--- config.mk ---
export PLATFORM = sky130hd
export DESIGN_NAME = text_overlay_flat
export DESIGN_NICKNAME = d
export VERILOG_FILES = /design/src/rtl/text_overlay_pkg.sv /design/src/rtl/text_overlay_if.sv /design/src/rtl/text_overlay_bcd_counter.sv /design/src/rtl/text_overlay.sv /design/src/flat_wrapper.sv
export SDC_FILE = /design/constraint.sdc
export NUM_CORES = 1
export LEC_CHECK = 0
export ABC_AREA = 0
export CORE_MARGIN = 2
export CORE_UTILIZATION = 59
export DETAILED_ROUTE_END_ITERATION = 12
export DONT_BUFFER_PORTS = 1
export GPL_ROUTABILITY_DRIVEN = 1
export GPL_TIMING_DRIVEN = 1
export PLACE_DENSITY = 0.78
export SLEW_MARGIN = 20
export SYNTH_ARGS = -nofsm -noshare
export SYNTH_HDL_FRONTEND = slang
export SYNTH_HIERARCHICAL = 1
export SYNTH_SLANG_ARGS = --single-unit
--- constraint.sdc ---
create_clock -name clk -period 2.7 [get_ports clk]
set_clock_uncertainty 0.2 [all_clocks]
set_input_delay 0.135 -clock clk [delete_from_list [all_inputs] [get_ports clk]]
set_output_delay 0.135 -clock clk [all_outputs]
set_load 0.05 [all_outputs]
--- src/rtl/text_overlay_pkg.sv ---
// Shared definitions for the text overlay: game state encodings, font-ROM bus
// widths, character and colour constants, and the fixed label strings.
// A label string is packed with its first (leftmost) character in the MSB byte.
package text_overlay_pkg;

  typedef enum logic [1:0] {
    ST_PLAY  = 2'b00,
    ST_READY = 2'b01,
    ST_PAUSE = 2'b10,
    ST_OVER  = 2'b11
  } game_state_e;

  localparam int unsigned ROM_AW = 11;
  localparam int unsigned ROM_DW = 8;

  localparam logic [6:0] CH_BLANK  = 7'h00;
  localparam logic [6:0] CH_DIGIT0 = 7'h30;

  localparam logic [11:0] COL_SCORE = 12'hF00;
  localparam logic [11:0] COL_MSG   = 12'hFFF;

  localparam logic [47:0] STR_SCORE = "SCORE:";
  localparam logic [39:0] STR_BALL  = "BALL:";
  localparam logic [39:0] STR_READY = "READY";
  localparam logic [71:0] STR_OVER  = "GAME OVER";

  // Character idx (0 = leftmost) of a len-character string, zero-extended to
  // 72 bits. Only the 7-bit ASCII part of each byte is returned.
  function automatic logic [6:0] str_char(input logic [71:0] str, input int unsigned len,
                                          input int unsigned idx);
    return str[8 * (len - 1 - idx) +: 7];
  endfunction

endpackage

--- src/rtl/text_overlay_if.sv ---
// Font ROM read bus.
//   rom_addr : {char[6:0], row[3:0]} driven by the overlay
//   rom_data : glyph row returned by the ROM one clock after rom_addr
// master = overlay side, slave = ROM side.
interface text_overlay_if;
  import text_overlay_pkg::*;

  logic [ROM_AW-1:0] rom_addr;
  logic [ROM_DW-1:0] rom_data;

  modport master (output rom_addr, input rom_data);
  modport slave  (input rom_addr, output rom_data);
endinterface

--- src/rtl/text_overlay_bcd_counter.sv ---
// Cascaded BCD up-counter that saturates at all nines.
//   clk, reset : pixel clock, asynchronous active-high reset
//   inc_i      : add one (ignored when saturated)
//   clr_i      : clear to zero; wins over inc_i
//   value_o    : BCD value, digit 0 in the LSBs
//   max_o      : value is all nines
module bcd_counter #(
  parameter int unsigned DIGITS = 2
) (
  input  logic                  clk,
  input  logic                  reset,
  input  logic                  inc_i,
  input  logic                  clr_i,
  output logic [4*DIGITS-1:0]   value_o,
  output logic                  max_o
);

  logic [4*DIGITS-1:0] value_q, value_d;
  logic                all_nines;
  logic                carry;

  always_comb begin
    all_nines = 1'b1;
    for (int unsigned i = 0; i < DIGITS; i++) begin
      if (value_q[4*i +: 4] != 4'd9) all_nines = 1'b0;
    end
  end

  always_comb begin
    value_d = value_q;
    carry   = inc_i & ~all_nines;
    for (int unsigned i = 0; i < DIGITS; i++) begin
      if (carry) begin
        if (value_q[4*i +: 4] == 4'd9) begin
          value_d[4*i +: 4] = 4'd0;
        end else begin
          value_d[4*i +: 4] = value_q[4*i +: 4] + 4'd1;
          carry             = 1'b0;
        end
      end
    end
    if (clr_i) value_d = '0;
  end

  always_ff @(posedge clk or posedge reset) begin
    if (reset) value_q <= '0;
    else       value_q <= value_d;
  end

  assign value_o = value_q;
  assign max_o   = all_nines;

endmodule

--- src/rtl/text_overlay.sv ---
// Score / message text overlay for the pong display.
// Looks up the character under the current pixel, drives the font ROM address
// in the same cycle, and registers text_on / text_rgb from the returned glyph
// row one cycle later (2 clk from x/y to text_rgb).
//   clk, reset       : pixel clock, asynchronous active-high reset
//   x_i, y_i         : current pixel column / row
//   frame_tick_i     : one pulse per frame, drives the GAME OVER blink
//   state_i          : game state (PLAY / READY / PAUSE / OVER)
//   ball_i           : balls remaining
//   score_inc_i/clr_i: score counter controls
//   rom              : font ROM bus (master side)
//   text_rgb_o       : overlay colour, 0 when text_on_o is low
//   text_on_o        : overlay pixel active
//   score_o          : BCD score, digit 0 in the LSBs
//   score_max_o      : score saturated at all nines
module text_overlay
  import text_overlay_pkg::*;
#(
  parameter int unsigned DIGITS       = 2,
  parameter int unsigned SCALE        = 1,
  parameter int unsigned SCORE_X      = 240,
  parameter int unsigned SCORE_Y      = 40,
  parameter int unsigned MSG_X        = 248,
  parameter int unsigned MSG_Y        = 224,
  parameter int unsigned BLINK_FRAMES = 30,
  parameter int unsigned LZ_BLANK     = 1
) (
  input  logic                 clk,
  input  logic                 reset,
  input  logic [9:0]           x_i,
  input  logic [9:0]           y_i,
  input  logic                 frame_tick_i,
  input  logic [1:0]           state_i,
  input  logic [1:0]           ball_i,
  input  logic                 score_inc_i,
  input  logic                 score_clr_i,
  text_overlay_if.master       rom,
  output logic [11:0]          text_rgb_o,
  output logic                 text_on_o,
  output logic [4*DIGITS-1:0]  score_o,
  output logic                 score_max_o
);

  localparam int unsigned SCORE_LEN = 13 + DIGITS;
  localparam int unsigned CW_SH     = 3 + SCALE;
  localparam int unsigned BW        = (BLINK_FRAMES > 1) ? $clog2(BLINK_FRAMES) : 1;

  // ---------------------------------------------------------------- score
  logic [4*DIGITS-1:0] score_w;

  bcd_counter #(
    .DIGITS (DIGITS)
  ) u_bcd_counter (
    .clk     (clk),
    .reset   (reset),
    .inc_i   (score_inc_i),
    .clr_i   (score_clr_i),
    .value_o (score_w),
    .max_o   (score_max_o)
  );

  assign score_o = score_w;

  // ---------------------------------------------------------------- blink
  logic [BW-1:0] blink_cnt_q, blink_cnt_d;
  logic          blank_q, blank_d;  // 1 = GAME OVER hidden

  always_comb begin
    blink_cnt_d = blink_cnt_q;
    blank_d     = blank_q;
    if (state_i != ST_OVER) begin
      // Every entry into OVER starts a fresh visible half-period.
      blink_cnt_d = '0;
      blank_d     = 1'b0;
    end else if (frame_tick_i) begin
      if (blink_cnt_q == BW'(BLINK_FRAMES - 1)) begin
        blink_cnt_d = '0;
        blank_d     = ~blank_q;
      end else begin
        blink_cnt_d = blink_cnt_q + 1'b1;
      end
    end
  end

  // ---------------------------------------------------------------- geometry
  // 11-bit offsets keep the sign: bit 10 set means the pixel is left of / above
  // the region origin.
  logic [10:0] sdx, sdy, mdx, mdy;
  logic [10:0] s_idx, m_idx;
  int unsigned si, mi;

  assign sdx   = {1'b0, x_i} - 11'(SCORE_X);
  assign sdy   = {1'b0, y_i} - 11'(SCORE_Y);
  assign mdx   = {1'b0, x_i} - 11'(MSG_X);
  assign mdy   = {1'b0, y_i} - 11'(MSG_Y);
  assign s_idx = sdx >> CW_SH;
  assign m_idx = mdx >> CW_SH;
  assign si    = 32'(s_idx);
  assign mi    = 32'(m_idx);

  // ---------------------------------------------------------------- digits
  logic [6:0] dig_char [DIGITS];

  always_comb begin : digit_chars
    logic zero_run;
    dig_char = '{default: CH_BLANK};
    zero_run = 1'b1;
    // Walk from the most-significant digit; blank zeros until the first
    // non-zero digit, but always show digit 0.
    for (int k = DIGITS - 1; k >= 0; k--) begin
      zero_run = zero_run & (score_w[4*k +: 4] == 4'd0);
      if ((LZ_BLANK != 0) && zero_run && (k != 0)) dig_char[k] = CH_BLANK;
      else dig_char[k] = CH_DIGIT0 + {3'b000, score_w[4*k +: 4]};
    end
  end

  // ---------------------------------------------------------------- characters
  logic [6:0] s_char, m_char;
  logic       s_in, m_in;

  always_comb begin
    s_char = CH_BLANK;
    if (si < 6) begin
      s_char = str_char({24'd0, STR_SCORE}, 6, si);
    end else if (si < 6 + DIGITS) begin
      for (int unsigned k = 0; k < DIGITS; k++) begin
        if (si == 6 + DIGITS - 1 - k) s_char = dig_char[k];
      end
    end else if ((si >= 7 + DIGITS) && (si < 12 + DIGITS)) begin
      s_char = str_char({32'd0, STR_BALL}, 5, si - (7 + DIGITS));
    end else if (si == 12 + DIGITS) begin
      s_char = CH_DIGIT0 + {5'b00000, ball_i};
    end
  end

  always_comb begin
    m_char = CH_BLANK;
    if (state_i == ST_OVER) begin
      if (mi < 9) m_char = str_char(STR_OVER, 9, mi);
    end else begin
      if (mi < 5) m_char = str_char({32'd0, STR_READY}, 5, mi);
    end
  end

  always_comb begin
    s_in = !sdx[10] && !sdy[10] && (si < SCORE_LEN) && ((sdy >> SCALE) < 11'd16) &&
           (state_i != ST_READY);
    m_in = !mdx[10] && !mdy[10] && ((mdy >> SCALE) < 11'd16) &&
           (((state_i == ST_READY) && (mi < 5)) ||
            ((state_i == ST_OVER) && (mi < 9) && !blank_q));
  end

  // ---------------------------------------------------------------- stage 0
  logic       hit_d, hit_q;
  logic       msg_d, msg_q;
  logic [2:0] col_d, col_q;
  logic [6:0] char_sel;
  logic [3:0] row_sel;

  always_comb begin
    hit_d    = 1'b0;
    msg_d    = 1'b0;
    col_d    = 3'd0;
    char_sel = CH_BLANK;
    row_sel  = 4'd0;
    // Message beats score where the two regions overlap.
    if (m_in) begin
      hit_d    = 1'b1;
      msg_d    = 1'b1;
      char_sel = m_char;
      row_sel  = 4'(mdy >> SCALE);
      col_d    = 3'(mdx >> SCALE);
    end else if (s_in) begin
      hit_d    = 1'b1;
      char_sel = s_char;
      row_sel  = 4'(sdy >> SCALE);
      col_d    = 3'(sdx >> SCALE);
    end
  end

  assign rom.rom_addr = {char_sel, row_sel};

  // ---------------------------------------------------------------- stage 1
  logic        text_on_d, text_on_q;
  logic [11:0] text_rgb_d, text_rgb_q;

  always_comb begin
    text_on_d  = hit_q & rom.rom_data[3'd7 - col_q];
    text_rgb_d = text_on_d ? (msg_q ? COL_MSG : COL_SCORE) : 12'h000;
  end

  always_ff @(posedge clk or posedge reset) begin
    if (reset) begin
      blink_cnt_q <= '0;
      blank_q     <= 1'b0;
      hit_q       <= 1'b0;
      msg_q       <= 1'b0;
      col_q       <= 3'd0;
      text_on_q   <= 1'b0;
      text_rgb_q  <= 12'h000;
    end else begin
      blink_cnt_q <= blink_cnt_d;
      blank_q     <= blank_d;
      hit_q       <= hit_d;
      msg_q       <= msg_d;
      col_q       <= col_d;
      text_on_q   <= text_on_d;
      text_rgb_q  <= text_rgb_d;
    end
  end

  assign text_on_o  = text_on_q;
  assign text_rgb_o = text_rgb_q;

endmodule

--- src/flat_wrapper.sv ---
// flat-port wrapper written by rule: the top's interface ports become plain ports
module text_overlay_flat import text_overlay_pkg::*;
#(
  parameter int unsigned DIGITS       = 2,
  parameter int unsigned SCALE        = 1,
  parameter int unsigned SCORE_X      = 240,
  parameter int unsigned SCORE_Y      = 40,
  parameter int unsigned MSG_X        = 248,
  parameter int unsigned MSG_Y        = 224,
  parameter int unsigned BLINK_FRAMES = 30,
  parameter int unsigned LZ_BLANK     = 1
)
  (clk, reset, x_i, y_i, frame_tick_i, state_i, ball_i, score_inc_i, score_clr_i, text_rgb_o, text_on_o, score_o, score_max_o, rom_rom_addr, rom_rom_data);
  text_overlay_if rom_i ();
  input  logic clk;
  input  logic reset;
  input  logic [9:0] x_i;
  input  logic [9:0] y_i;
  input  logic frame_tick_i;
  input  logic [1:0] state_i;
  input  logic [1:0] ball_i;
  input  logic score_inc_i;
  input  logic score_clr_i;
  output logic [11:0] text_rgb_o;
  output logic text_on_o;
  output logic [4*DIGITS-1:0] score_o;
  output logic score_max_o;
  output wire logic [$bits(rom_i.rom_addr)-1:0] rom_rom_addr;
  input wire logic [$bits(rom_i.rom_data)-1:0] rom_rom_data;
  assign rom_rom_addr = rom_i.rom_addr;
  assign rom_i.rom_data = rom_rom_data;
  text_overlay #(.DIGITS(DIGITS), .SCALE(SCALE), .SCORE_X(SCORE_X), .SCORE_Y(SCORE_Y), .MSG_X(MSG_X), .MSG_Y(MSG_Y), .BLINK_FRAMES(BLINK_FRAMES), .LZ_BLANK(LZ_BLANK)) u_core (.clk(clk), .reset(reset), .x_i(x_i), .y_i(y_i), .frame_tick_i(frame_tick_i), .state_i(state_i), .ball_i(ball_i), .score_inc_i(score_inc_i), .score_clr_i(score_clr_i), .rom(rom_i), .text_rgb_o(text_rgb_o), .text_on_o(text_on_o), .score_o(score_o), .score_max_o(score_max_o));
endmodule
==> summary.md <==
| Metric | Value |
|---|---|
| Status | `finished, final reports clean` |
| Via Count | `approximately 2700` |
| FF-to-FF End | `u_core/u_bcd_counter/value_o[5]` |
| Gate count of the mapped netlist | `about 320` |
| Syn avg cell area | `roughly 7.9 um2` |
| Synthesized Nets | `approximately 380` |
| Placeable Area | `4090 um2` |
| Gr ovfl total | `0` |
| Required time worst endpoint | `roughly 2400 ps` |
| Setup TNS | `0 ps` |
| MaxCap Viol Count | `0` |
| # IOs | `70` |
| Post-synth top area share | `around a fifth` |
| WHS Endpoint | `u_core/blank_q` |
| RSZ-0062 raised after global routing | `true` |
| Netlist cell types | `66` |
| Chip Width | `~70 um` |
| Top FF cell, synth | `dfrtp_1` |
| Final setup fails | `0` |
| Arr. time, crit path | `2330 ps` |
| Vias in the first global route | `2454` |
| Total of warnings raised by yosys | `6` |
| Chip height | `69.9 um` |
| Combinational share of power | `around 44%` |
| I/O Buffers | `0` |
| Routed WL | `approximately 7300 um` |
| Number of fillers in the final layout | `around 290` |
| Total GRT Usage | `around 29%` |
| Commonest cells in the netlist | `30 x nand2_1, 25 x nor2_1, 21 x dfrtp_1, 21 x inv_1, 19 x nand3_1` |
| Area contributors post-synth | `dfrtp_1 21%, ha_1 7.8%, nand2_1 4.4%, xnor2_1 4.1%, nand3_1 3.7%` |
| Endpoints failing hold | `0` |
| CTS sink count | `21` |
| Clock root buffer | `clkbuf_8` |
| Clock-pin slew on the worst setup and hold paths | `70 ps` |
| Most frequent cell after synthesis | `nand2_1` |
| Initial antenna violation count | `0` |
| Switching Share | `37.4%` |
| First-pass DRT Iterations | `5` |
| Reg2reg path depth | `6` |
| Worst r2r src | `u_core/u_bcd_counter/value_o[1]` |
| Part of the power in the clock network | `roughly 22%` |
| Worst slew pin tran | `577 ps` |
| Hpwl dp | `5140 um` |
| Final Max Tran Viols | `0` |
| Maximum clock rate | `approximately 0.37 GHz` |
| Pre-CTS setup slack | `32.5 ps` |
| Category of the critical setup timing path | `in2out` |
| Final Critical Period | `between 2000 and 3000 ps` |
| Routed Antenna Nets | `0` |
| CTS Buf Count | `3` |
| Total power | `approximately 0.94 mW` |
| EDFF count, synth | `0` |
| Pwr Density | `~290 nW/um2` |
| First-pass GRT wire length | `between 10000 and 15000 um` |
| FF+latch count, synth | `21` |
| Vias per cell | `6.58` |
| Sequential cell area fraction in the yosys report | `approximately 20%` |
| Diodes inserted | `0` |
| Tcrit/Tclk final | `a little over nine tenths` |
| Worst min-delay path category | `in2reg` |
| Final Net Count | `roughly 400` |
| Synth-to-layout area growth | `28.1%` |
| Routed WL per cell | `18.0 um` |
| Clock buffer depth | `2` |
| CTS tree | `done` |
| Largest net degree at the start of global routing | `25` |
| Worst vdd ir | `roughly 0.20 mV` |
| Worst hold path depth | `2` |
| Reg-to-reg slack, setup | `780 ps` |
| Num rows | `23` |
| Worst hold start | `state_i[0]` |
| CP Capture Type | `output pin` |
| CTS H-Tree Depth | `1` |
| Min setup slack post-route | `between 30 and 40 ps` |
| Starting Density | `a little over three fifths` |
| Sequential Area | `about 530 um2` |
| Cell taking the most area after synthesis | `dfrtp_1` |
| 1st-iter DRT viols | `223` |
| Startpoint types | `input port` |
| Pleak | `about 1.3 nW` |
| Internal power | `a little under 0.6 mW` |
| Worst-Skew Late Latency | `about 260 ps` |
| Final GP Congestion | `around 0.93` |
| Relative slew margins | `61.3%` |
| Fraction of layout cells with a size suffix above 1 | `roughly a quarter` |
| Psw | `around 0.35 mW` |
| Synthesized area | `between 2000 and 3000 um2` |
| Asr flop ratio synth | `between 90% and 100%` |
| Multi-input logic area | `2060 um2` |
| Drt drc | `0` |
| Crit Path Max Fanout | `7` |
| Die area | `approximately 4900 um2` |
| Reg power frac | `roughly 34%` |
how the worst max path moves through the flow:
stage | from | end | slack [ps]
after floorplan | x_i[3] | rom_rom_addr[0] | -120
after global placement | x_i[3] | rom_rom_addr[10] | 90
after detailed placement | x_i[4] | rom_rom_addr[9] | 30
after CTS | state_i[1] | rom_rom_addr[10] | 8
after global routing | x_i[4] | rom_rom_addr[5] | -50
final | y_i[9] | rom_rom_addr[10] | 30
sequential cells by signal (all words and copies together) (netlist names):
register,flops
u_core/msg_q,1
u_core/u_bcd_counter/value_o,8
u_core/text_rgb_o,2
u_core/hit_q,1
u_core/blink_cnt_q,5
u_core/blank_q,1
u_core/col_q,3
layer usage:
metal | up-vias | part of all wire, % | global-route usage [%] | wire, um
met1 | 1258 | 40 | 37.2 | 2920
met3 | 21 | 7.2 | 6.49 | 527
li1 | 1251 | - | - | -
met4 | 0 | 1.8 | 4.91 | 129
met2 | 136 | 51 | 49.2 | 3710
met5 | - | 0 | 0 | 0
critical path: stages:
cell           delay, ps
dlygate4sd3_1        550
nor3_1               190
dlygate4sd3_1        580
nand3_1              110
buf_4                210
a221oi_2             210
or3_1                200
buf_12               150
power by group through the flow:
stage          registers (mW)  logic [mW]  clock network, mW
2_1_floorplan           0.339       0.286                  0
3_3_place_gp            0.327       0.353                  0
3_5_place_dp            0.327       0.361                  0
4_1_cts                 0.321       0.379              0.205
5_1_grt                 0.321       0.445              0.222
6_report                0.321       0.413              0.203
cells by family (layout without fill, tap and decap cells):
kind of cell | Yosys count | after routing | share of synthesized area [%]
AND/OR/NAND/NOR | 124 | 124 | 26.1
AO/OA/AOI/OAI | 90 | 90 | 25.9
buffers and inverters | 45 | 76 | 8.75
XOR/XNOR | 21 | 21 | 7.18
flip-flops | 21 | 21 | 20.5
adder cells (fa/ha/maj) | 16 | 16 | 7.82
multiplexers | 7 | 7 | 3.76
through the flow:
| step | instances | hold slack [ps] | utilization, % | instance area, um2 |
|---|---|---|---|---|
| 3_3_place_gp | 390 | -226 | 74.6 | 3050 |
| 2_1_floorplan | 324 | -249 | - | 2760 |
| 6_report | 405 | 26.1 | 80.2 | 3280 |
| 5_1_grt | 405 | 58.6 | 80.2 | 3280 |
| 4_1_cts | 404 | 4.70 | 78.1 | 3190 |
| 3_5_place_dp | 390 | -225 | 74.6 | 3050 |
placed cells by master (no fill, tap or decap), drive strengths merged, types with 9 or more instances in the layout:
cell	count
xor2	9
nor2	25
o21ai	16
nand3	19
inv	21
dlygate4sd3	10
nor3	9
a21oi	17
buf	41
nand2	31
xnor2	12
ha	16
dfrtp	21
repair_timing:
action	in CTS	in global routing
hold buffers	10	0
setup endpoints to repair	0	7
endpoints found under the hold margin	39	0
setup buffers	0	1
resized for setup	0	14
layout make-up:
type                            count  share of cell area (%)
Sequential cell                    21                    16.2
Timing Repair Buffer               51                    15.1
Tap cell                           50                    1.91
Clock buffer                        4                    1.37
Multi-Input combinational cell    258                    62.9
Inverter                           21                    2.56
Power figures use the tool's default switching activity.
